$ cat src/rtl/stream_demux.sv
// Two-way stream demultiplexer: each input word goes to a one-entry skid-free register on channel s.
// Optional per-channel output transfer counters are enabled by defining STREAM_DEMUX_CNT_EN.
module stream_demux #(
  parameter int WIDTH = 8
) (
  input  logic             clk,
  input  logic             rst_n,
  input  logic             s,
  input  logic             i_valid,
  output logic             i_ready,
  input  logic [WIDTH-1:0] i_data,
  output logic             o0_valid,
  input  logic             o0_ready,
  output logic [WIDTH-1:0] o0_data,
  output logic             o1_valid,
  input  logic             o1_ready,
  output logic [WIDTH-1:0] o1_data
`ifdef STREAM_DEMUX_CNT_EN
  ,
  output logic [7:0]       o0_cnt,
  output logic [7:0]       o1_cnt
`endif
);

  typedef enum logic {EMPTY = 1'b0, FULL = 1'b1} state_t;

  logic [1:0]       out_ready;
  logic [1:0]       ch_valid;
  logic [1:0]       load;
  logic [1:0]       drain;
  logic [WIDTH-1:0] ch_data [2];
  logic             in_xfer;

  assign out_ready = {o1_ready, o0_ready};

  // A FULL channel whose sink is ready can drain and refill in the same cycle.
  assign i_ready = rst_n && (!ch_valid[s] || out_ready[s]);
  assign in_xfer = i_valid && i_ready;

  generate
    for (genvar gi = 0; gi < 2; gi++) begin : g_ch
      state_t           state_reg;
      logic [WIDTH-1:0] data_reg;

      assign load[gi]  = in_xfer && (int'(s) == gi);
      assign drain[gi] = (state_reg == FULL) && out_ready[gi];

      always_ff @(posedge clk or negedge rst_n) begin
        if (!rst_n) begin
          state_reg <= EMPTY;
          data_reg  <= '0;
        end else begin
          case (state_reg)
            EMPTY: begin
              if (load[gi]) begin
                state_reg <= FULL;
                data_reg  <= i_data;
              end
            end
            FULL: begin
              if (load[gi]) begin
                data_reg <= i_data;
              end else if (drain[gi]) begin
                state_reg <= EMPTY;
              end
            end
            default: state_reg <= EMPTY;
          endcase
        end
      end

      assign ch_valid[gi] = (state_reg == FULL);
      assign ch_data[gi]  = data_reg;
    end
  endgenerate

  assign o0_valid = ch_valid[0];
  assign o0_data  = ch_data[0];
  assign o1_valid = ch_valid[1];
  assign o1_data  = ch_data[1];

`ifdef STREAM_DEMUX_CNT_EN
  logic [7:0] cnt [2];

  generate
    for (genvar gi = 0; gi < 2; gi++) begin : g_cnt
      logic [7:0] cnt_reg;

      // Free-running modulo-256 count of words delivered on this channel.
      always_ff @(posedge clk or negedge rst_n) begin
        if (!rst_n) begin
          cnt_reg <= 8'd0;
        end else if (drain[gi]) begin
          cnt_reg <= cnt_reg + 8'd1;
        end
      end

      assign cnt[gi] = cnt_reg;
    end
  endgenerate

  assign o0_cnt = cnt[0];
  assign o1_cnt = cnt[1];
`endif

endmodule

$ cat config.mk
export PLATFORM = sky130hd
export DESIGN_NAME = stream_demux
export DESIGN_NICKNAME = d
export VERILOG_FILES = /design/src/rtl/stream_demux.sv
export SDC_FILE = /design/constraint.sdc
export NUM_CORES = 1
export LEC_CHECK = 0
export CORE_MARGIN = 2
export CORE_UTILIZATION = 42
export DETAILED_ROUTE_END_ITERATION = 16
export PLACE_DENSITY = 0.89
export SLEW_MARGIN = 20
export SYNTH_ARGS = -nofsm -noshare
export SYNTH_HDL_FRONTEND = slang
export SYNTH_SLANG_ARGS = --single-unit
$ cat constraint.sdc
create_clock -name clk -period 2.5 [get_ports clk]
set_input_delay 0.75 -clock clk [delete_from_list [all_inputs] [get_ports clk]]
set_output_delay 0.75 -clock clk [all_outputs]
set_load 0.02 [all_outputs]
Word-level counts from Yosys, hierarchy flattened
Cells that the tools add are included.
{"block": "totals", "regBits": 18, "inputBits": 14, "output_inout_bits": 19, "wordCells": 30}
{"block": "op_classes", "magnitude_cmp": 1, "n_mux": 14, "bitwise_logic": 3, "reduce_logical": 8}
{"operator": "$mux W8", "count": 2}
{"operator": "$mux W1", "count": 10}
{"operator": "$logic_and A1 B1 Y1", "count": 6}
{"operator": "$pmux W1 S2", "count": 2}
{"operator": "$not A1 Y1", "count": 3}
{"operator": "$lt A1 B2 Y1 const B", "count": 1}
{"operator": "$logic_not A1 Y1", "count": 1}
{"operator": "$logic_or A1 B1 Y1", "count": 1}

Longest topological paths before layout
Gate-level depths: netlist of the first run.
{"block": "depth", "ltp_word": 9, "ltp_mapped": 4, "depth_no_buf": 3}

Least setup slack after synthesis of the first run
Ideal clock, no wire load.
{"block": "synth_timing", "kind": "input port to output port", "startpoint": "in o1_ready", "endpoint": "out i_ready", "t_arrival_ns": 1.246, "required_ns": 1.750, "path_slack_ns": 0.504, "stages": 3, "n_path_buf": 0, "cell_sequence": "nand2b_1 > mux2i_1 > nor2b_1"}
{"block": "synth_via", "elab_chain_cells": 4}
{"element": "from (decl)", "line_no": "16", "rtl": "input logic o1_ready,"}
{"element": "$mux W1 (implied by the code) (2 in a row)", "line_no": "37", "rtl": "assign i_ready = rst_n && (!ch_valid[s] || out_ready[s]);"}
{"element": "$logic_or A1 B1 Y1", "line_no": "37"}
{"element": "$logic_and A1 B1 Y1", "line_no": "37"}
{"element": "to (decl)", "line_no": "10", "rtl": "output logic i_ready,"}
No other way between the ends. The select of a mux whose other input is x is not followed.

Final worst setup path of the first run
{"block": "layout_timing", "startpoint": "in s", "endpoint": "out i_ready"}
{"block": "layout_via", "elab_chain_cells": 5, "elab_cells_between_ends": 7, "classes_between": "4 x mux; 3 x reduce/logical"}
{"element": "from (decl)", "line_no": "8", "rtl": "input logic s,"}
{"element": "$mux W1 (implied by the code) (2 in a row)", "line_no": "37"}
{"element": "$logic_not A1 Y1", "line_no": "37"}
{"element": "$logic_or A1 B1 Y1 *", "line_no": "37"}
{"element": "$logic_and A1 B1 Y1 *", "line_no": "37"}
Every way passes the cells marked *; elsewhere a longest branch is shown, timed or not. The select of a mux whose other input is x is not followed.

==> impl_metrics.toml, run 1 <==
[synth]
synth_cell_types = 10
netlist_instances = 45
syn-cell-area_um2 = 709
synthDominantCellAreaShare = 0.635
synth_top_area_cell = "dfrtp_1"
syn_area_per_cell_um2 = 15.8
ys.warnings.count = 0
synth_area_leaders = "dfrtp_1, mux2_2, nor3b_4"
yosysSeqAreaShare = 0.635
ys_seq_elements = 18
syn-num-nets = 59

[cells_and_area]
final_common_cell = "clkdlybuf4s50_1"
fill_cells = 103
drive_above_1_share = 0.341
area_growth_pct = 59.8
fin_cells = 104
n_antenna_cell = 0
final_util = 0.735
nets = 103
mostFrequentLayoutCells = "clkdlybuf4s50_1, dfrtp_1, mux2_2"
stdcell_area_um2 = 1130

[setup_path]
endpoint = "i_ready"
critPathLaunch = "s"
end_kind = "output pin"
required_ps = 1750
r2r_slack_ps = 1100
crit_fanout = 2
reg2reg_from = "o0_valid$_DFF_PN0_"
reg2reg_to = "o0_data[7]$_DFFE_PN0P_"
start_kind = "input pin"
crit_type = "input pin to output pin"
arrival_ps = 1650
reg2reg_depth = 5

[route]
ant_nets = 0
vias = 514
first_iter_violations = 8
dr.pass1.iters = 3
routedWlPerCell_um = 13.7
via_per_inst = 4.94
drcViolationCount = 0
wl_um = 1420

[grt]
gr-usage-met1 = 0.182
met3_usage = 0.0680
grt_pass1_vias = 533
grt_pass1_wl_um = 2300
grt_usage = 0.164
antenna_found_initial = 0
top_usage_layer = "met2"
gr-total-overflow = 0
met2_usage = 0.266
grt_max_degree = 21

[sta]
clock.fmax_ghz = 0.416
slew_headroom = 0.839
fin_crit_sh = 0.961
tightest_slew_ps = 242
fin_skew_ps = 3.40
hold_violations = 0
drv_slew = 0
finalSetupTns_ps = 0
rsz0062_at_grt = "false"
min_period_ps = 2400
setup_viol = 0

[clock_tree]
cts_tree = "done"
cts.sinks = 18
clk_pin_slew_ps = 90
hold_buffers = 0
clockBufferDepth = 2
ctsRootBufferMaster = "clkbuf_4"
htreeDepth = 1
post_cts_buffers = 0
numCtsBuffers = 3
clkLatencyLatePin_ps = 290

[floorplan]
die_w_um = 45.1
dieArea_um2 = 2030
core_area_um2 = 1540
ioPinCount = 33
std_cell_rows = 14
die_h_um = 45.1
start_util = 0.460

[pwr]
power_density_nw_per_um2 = 749
irDropWorstVdd_v = 0.000504
combPwrFrac = 0.352
p_int_uw = 604
p_seq_frac = 0.442
clkPwrFrac = 0.206
total_power_uw = 849
p_leak_uw = 0.000490
switching_power_uw = 245
sw_frac_of_total = 0.288

[worst_hold_path]
hp-class = "register to register"

[flow_run]
cap_violations = 0

[outcome]
status = "complete, no violations"

[placement]
dp_hpwl_um = 1130
place.gp.congestion = 0.702
port_buffers = 32
placed_area_um2 = 1100
dpl.cell_count = 100
## synth_stat cells
master / instances
buf_4: 1
nor2b_1: 2
nand2_1: 2
mux2_2: 16
o21ai_0: 1
nand3_1: 1
dfrtp_1: 18
nor3b_4: 1
mux2i_1: 1
nand2b_1: 2
## layout make-up
type / count / area, um2 / share of cell area
Tap cell: 16 / 20.0 / 0.0177
Clock buffer: 4 / 36.3 / 0.0320
Timing Repair Buffer: 40 / 375 / 0.331
Multi-Input combinational cell: 26 / 251 / 0.222
Sequential cell: 18 / 450 / 0.397
## critical path, cell delays in order
cell and delay, ps:
clkdlybuf4s50_1 500, mux2i_1 200, nor2b_1 60, buf_2 150
## what timing repair did
| action | CTS | global route |
|---|---|---|
| resized for setup | 4 | 0 |
| hold endpoints to repair | 0 | 0 |
| endpoints found under the setup margin | 1 | 0 |
## power by group through the flow
stage,sequential (uW),combinational (uW),clock (uW)
floorplan,454,62.6,0
global placement,379,298,0
detailed placement,383,302,0
CTS,377,303,182
global route,384,315,192
finish,375,299,175
## per-layer routing
metal,part of all wire,vias to the layer above
li1,-,244
met1,0.41,246
met2,0.49,20
met3,0.075,4
met4,0.016,0
met5,0,-
## worst min-delay path by stage
stage	slack, ps	to	cells after the start	startpoint
floorplan	450	o0_data[0]$_DFFE_PN0P_	0	rst_n
global placement	490	o1_data[4]$_DFFE_PN0P_	1	o1_data[4]$_DFFE_PN0P_
detailed placement	500	o1_data[4]$_DFFE_PN0P_	1	o1_data[4]$_DFFE_PN0P_
CTS	520	o0_data[2]$_DFFE_PN0P_	1	o0_data[2]$_DFFE_PN0P_
global route	530	o0_data[6]$_DFFE_PN0P_	1	o0_data[6]$_DFFE_PN0P_
finish	510	o0_data[2]$_DFFE_PN0P_	1	o0_data[2]$_DFFE_PN0P_
## kinds of logic (layout without fill, tap and decap cells)
| family | after synthesis | after routing | synth area share |
|---|---|---|---|
| buffers and inverters | 1 | 44 | 0.0106 |
| flip-flops | 18 | 18 | 0.635 |
| AO/OA/AOI/OAI | 1 | 1 | 0.00705 |
| multiplexers | 17 | 17 | 0.268 |
| AND/OR/NAND/NOR | 8 | 8 | 0.0794 |
## registers in the layout, indices dropped and copies added, names as in the netlist
register / flops
o0_data: 8
o1_data: 8
o0_valid: 1
o1_valid: 1
## stage by stage
stage               hold slack, ps  worst slack, ps
floorplan                      454              504
finish                         512             96.3
global route                   534             53.6
global placement               489             -358
CTS                            517             84.1
detailed placement             495             -354
No activity file was read; power rests on OpenSTA's default activity.
==> inputs of run 2 (changes only) <==
- CAP_MARGIN: unset -> 20
- RECOVER_POWER: unset -> 50
==> impl_metrics.toml, run 2 (synthesis results as in run 1) <==
[outcome]
status = "complete, no violations"

[cells_and_area]
final_common_cell = "clkdlybuf4s50_1"
drive_above_1_share = 0.341
n_antenna_cell = 0
mostFrequentLayoutCells = "clkdlybuf4s50_1, dfrtp_1, mux2_2"
nets = 103
fin_cells = 104
area_growth_pct = 59.8
final_util = 0.735

[floorplan]
dieArea_um2 = 2030
ioPinCount = 33
std_cell_rows = 14
die_w_um = 45.1
start_util = 0.460
core_area_um2 = 1540
die_h_um = 45.1

[sta]
finalSetupTns_ps = 0
rsz0062_at_grt = "false"
slew_headroom = 0.839
hold_violations = 0
drv_slew = 0
clock.fmax_ghz = 0.416
min_period_ps = 2400
fin_skew_ps = 3.40
fin_crit_sh = 0.961
tightest_slew_ps = 241
setup_viol = 0

[route]
vias = 515
drcViolationCount = 0
first_iter_violations = 8
routedWlPerCell_um = 13.6
wl_um = 1420
via_per_inst = 4.95
ant_nets = 0
dr.pass1.iters = 3

[setup_path]
reg2reg_to = "o0_data[7]$_DFFE_PN0P_"
required_ps = 1750
crit_path_cell_trace = "clkdlybuf4s50_1, mux2i_1, nor2b_1, buf_2"
r2r_slack_ps = 1110
crit_fanout = 2
slowest_stage = "clkdlybuf4s50_1"
arrival_ps = 1650
worst-path-stages = 4
endpoint = "i_ready"
cp_top_family = "buffers and inverters"
reg2reg_depth = 5
critPathLaunch = "s"
reg2reg_from = "o0_valid$_DFF_PN0_"
max_stage_delay_ps = 500
crit_buf_inv = 2
end_kind = "output pin"
crit_type = "input pin to output pin"
start_kind = "input pin"

[clock_tree]
cts.sinks = 18
clockBufferDepth = 2
hold_buffers = 0
numCtsBuffers = 3
clk_pin_slew_ps = 90
clkLatencyLatePin_ps = 290
ctsRootBufferMaster = "clkbuf_4"
cts_tree = "done"
post_cts_buffers = 0
htreeDepth = 1

[grt]
met3_usage = 0.0680
grt_max_degree = 21
gr-total-overflow = 0
grt_usage = 0.164
antenna_found_initial = 0
grt_pass1_vias = 533
met2_usage = 0.266
top_usage_layer = "met2"
grt_pass1_wl_um = 2300
gr-usage-met1 = 0.182

[placement]
dpl.cell_count = 100
place.gp.congestion = 0.702
port_buffers = 32
dp_hpwl_um = 1130

[pwr]
p_leak_uw = 0.000495
power_density_nw_per_um2 = 740
irDropWorstVdd_v = 0.000502

[worst_hold_path]
hp-class = "register to register"

[flow_run]
cap_violations = 0
## run 2: worst register-to-register path: stages, from the launching register on
cell      delay [ps]
dfrtp_1          390
nand2b_1          90
buf_4            110
nor3b_4          190
buf_4            170
mux2_2           330
## run 2: how the worst min path moves through the flow
stage | end | slack [ps] | startpoint | cells past startpoint
finish | o0_data[2]$_DFFE_PN0P_ | 510 | o0_data[2]$_DFFE_PN0P_ | 1
global route | o0_data[6]$_DFFE_PN0P_ | 530 | o0_data[6]$_DFFE_PN0P_ | 1
CTS | o0_data[2]$_DFFE_PN0P_ | 520 | o0_data[2]$_DFFE_PN0P_ | 1
detailed placement | o1_data[4]$_DFFE_PN0P_ | 500 | o1_data[4]$_DFFE_PN0P_ | 1
global placement | o1_data[4]$_DFFE_PN0P_ | 490 | o1_data[4]$_DFFE_PN0P_ | 1
floorplan | o0_data[0]$_DFFE_PN0P_ | 450 | rst_n | 0
## run 2: routing by layer
metal  vias up  wire length (um)  share of wire
li1        245                 -              -
met1       246               588           0.41
met2        20               699           0.49
met3         4               107          0.075
met4         0                23          0.016
met5         -                 0              0
## run 2: where the power goes
group          internal, uW  switching (uW)  total, uW
Clock                  88.7            86.0        175
Combinational           159             132        291
Sequential              348            26.1        374
## run 2: what timing repair did
item	4_1_cts	5_1_grt
gates resized for setup	4	0
endpoints found under the hold margin	0	0
setup endpoints to repair	1	0
## run 2: final cells by class
type | instances | area, um2
clock buffer | 4 | 36.3
timing repair buffer | 40 | 375
multi-input combinational | 26 | 251
tap | 16 | 20.0
sequential | 18 | 450
fill | 103 | 408
## run 2: metrics by stage
stage / setup slack, ps / hold slack, ps / area (um2) / total power (uW)
floorplan: 504 / 454 / 709 / 516
CTS: 84.1 / 517 / 1130 / 861
detailed placement: -354 / 495 / 1100 / 685
finish: 96.3 / 512 / 1130 / 839
global route: 53.6 / 529 / 1130 / 882
global placement: -358 / 489 / 1100 / 677
==> inputs of run 3 (changes only) <==
- CTS_CLUSTER_DIAMETER: unset -> 120
- TNS_END_PERCENT: unset -> 30
==> results of run 3 <==
Final layout, timing and power as in run 2 (identical DEF).
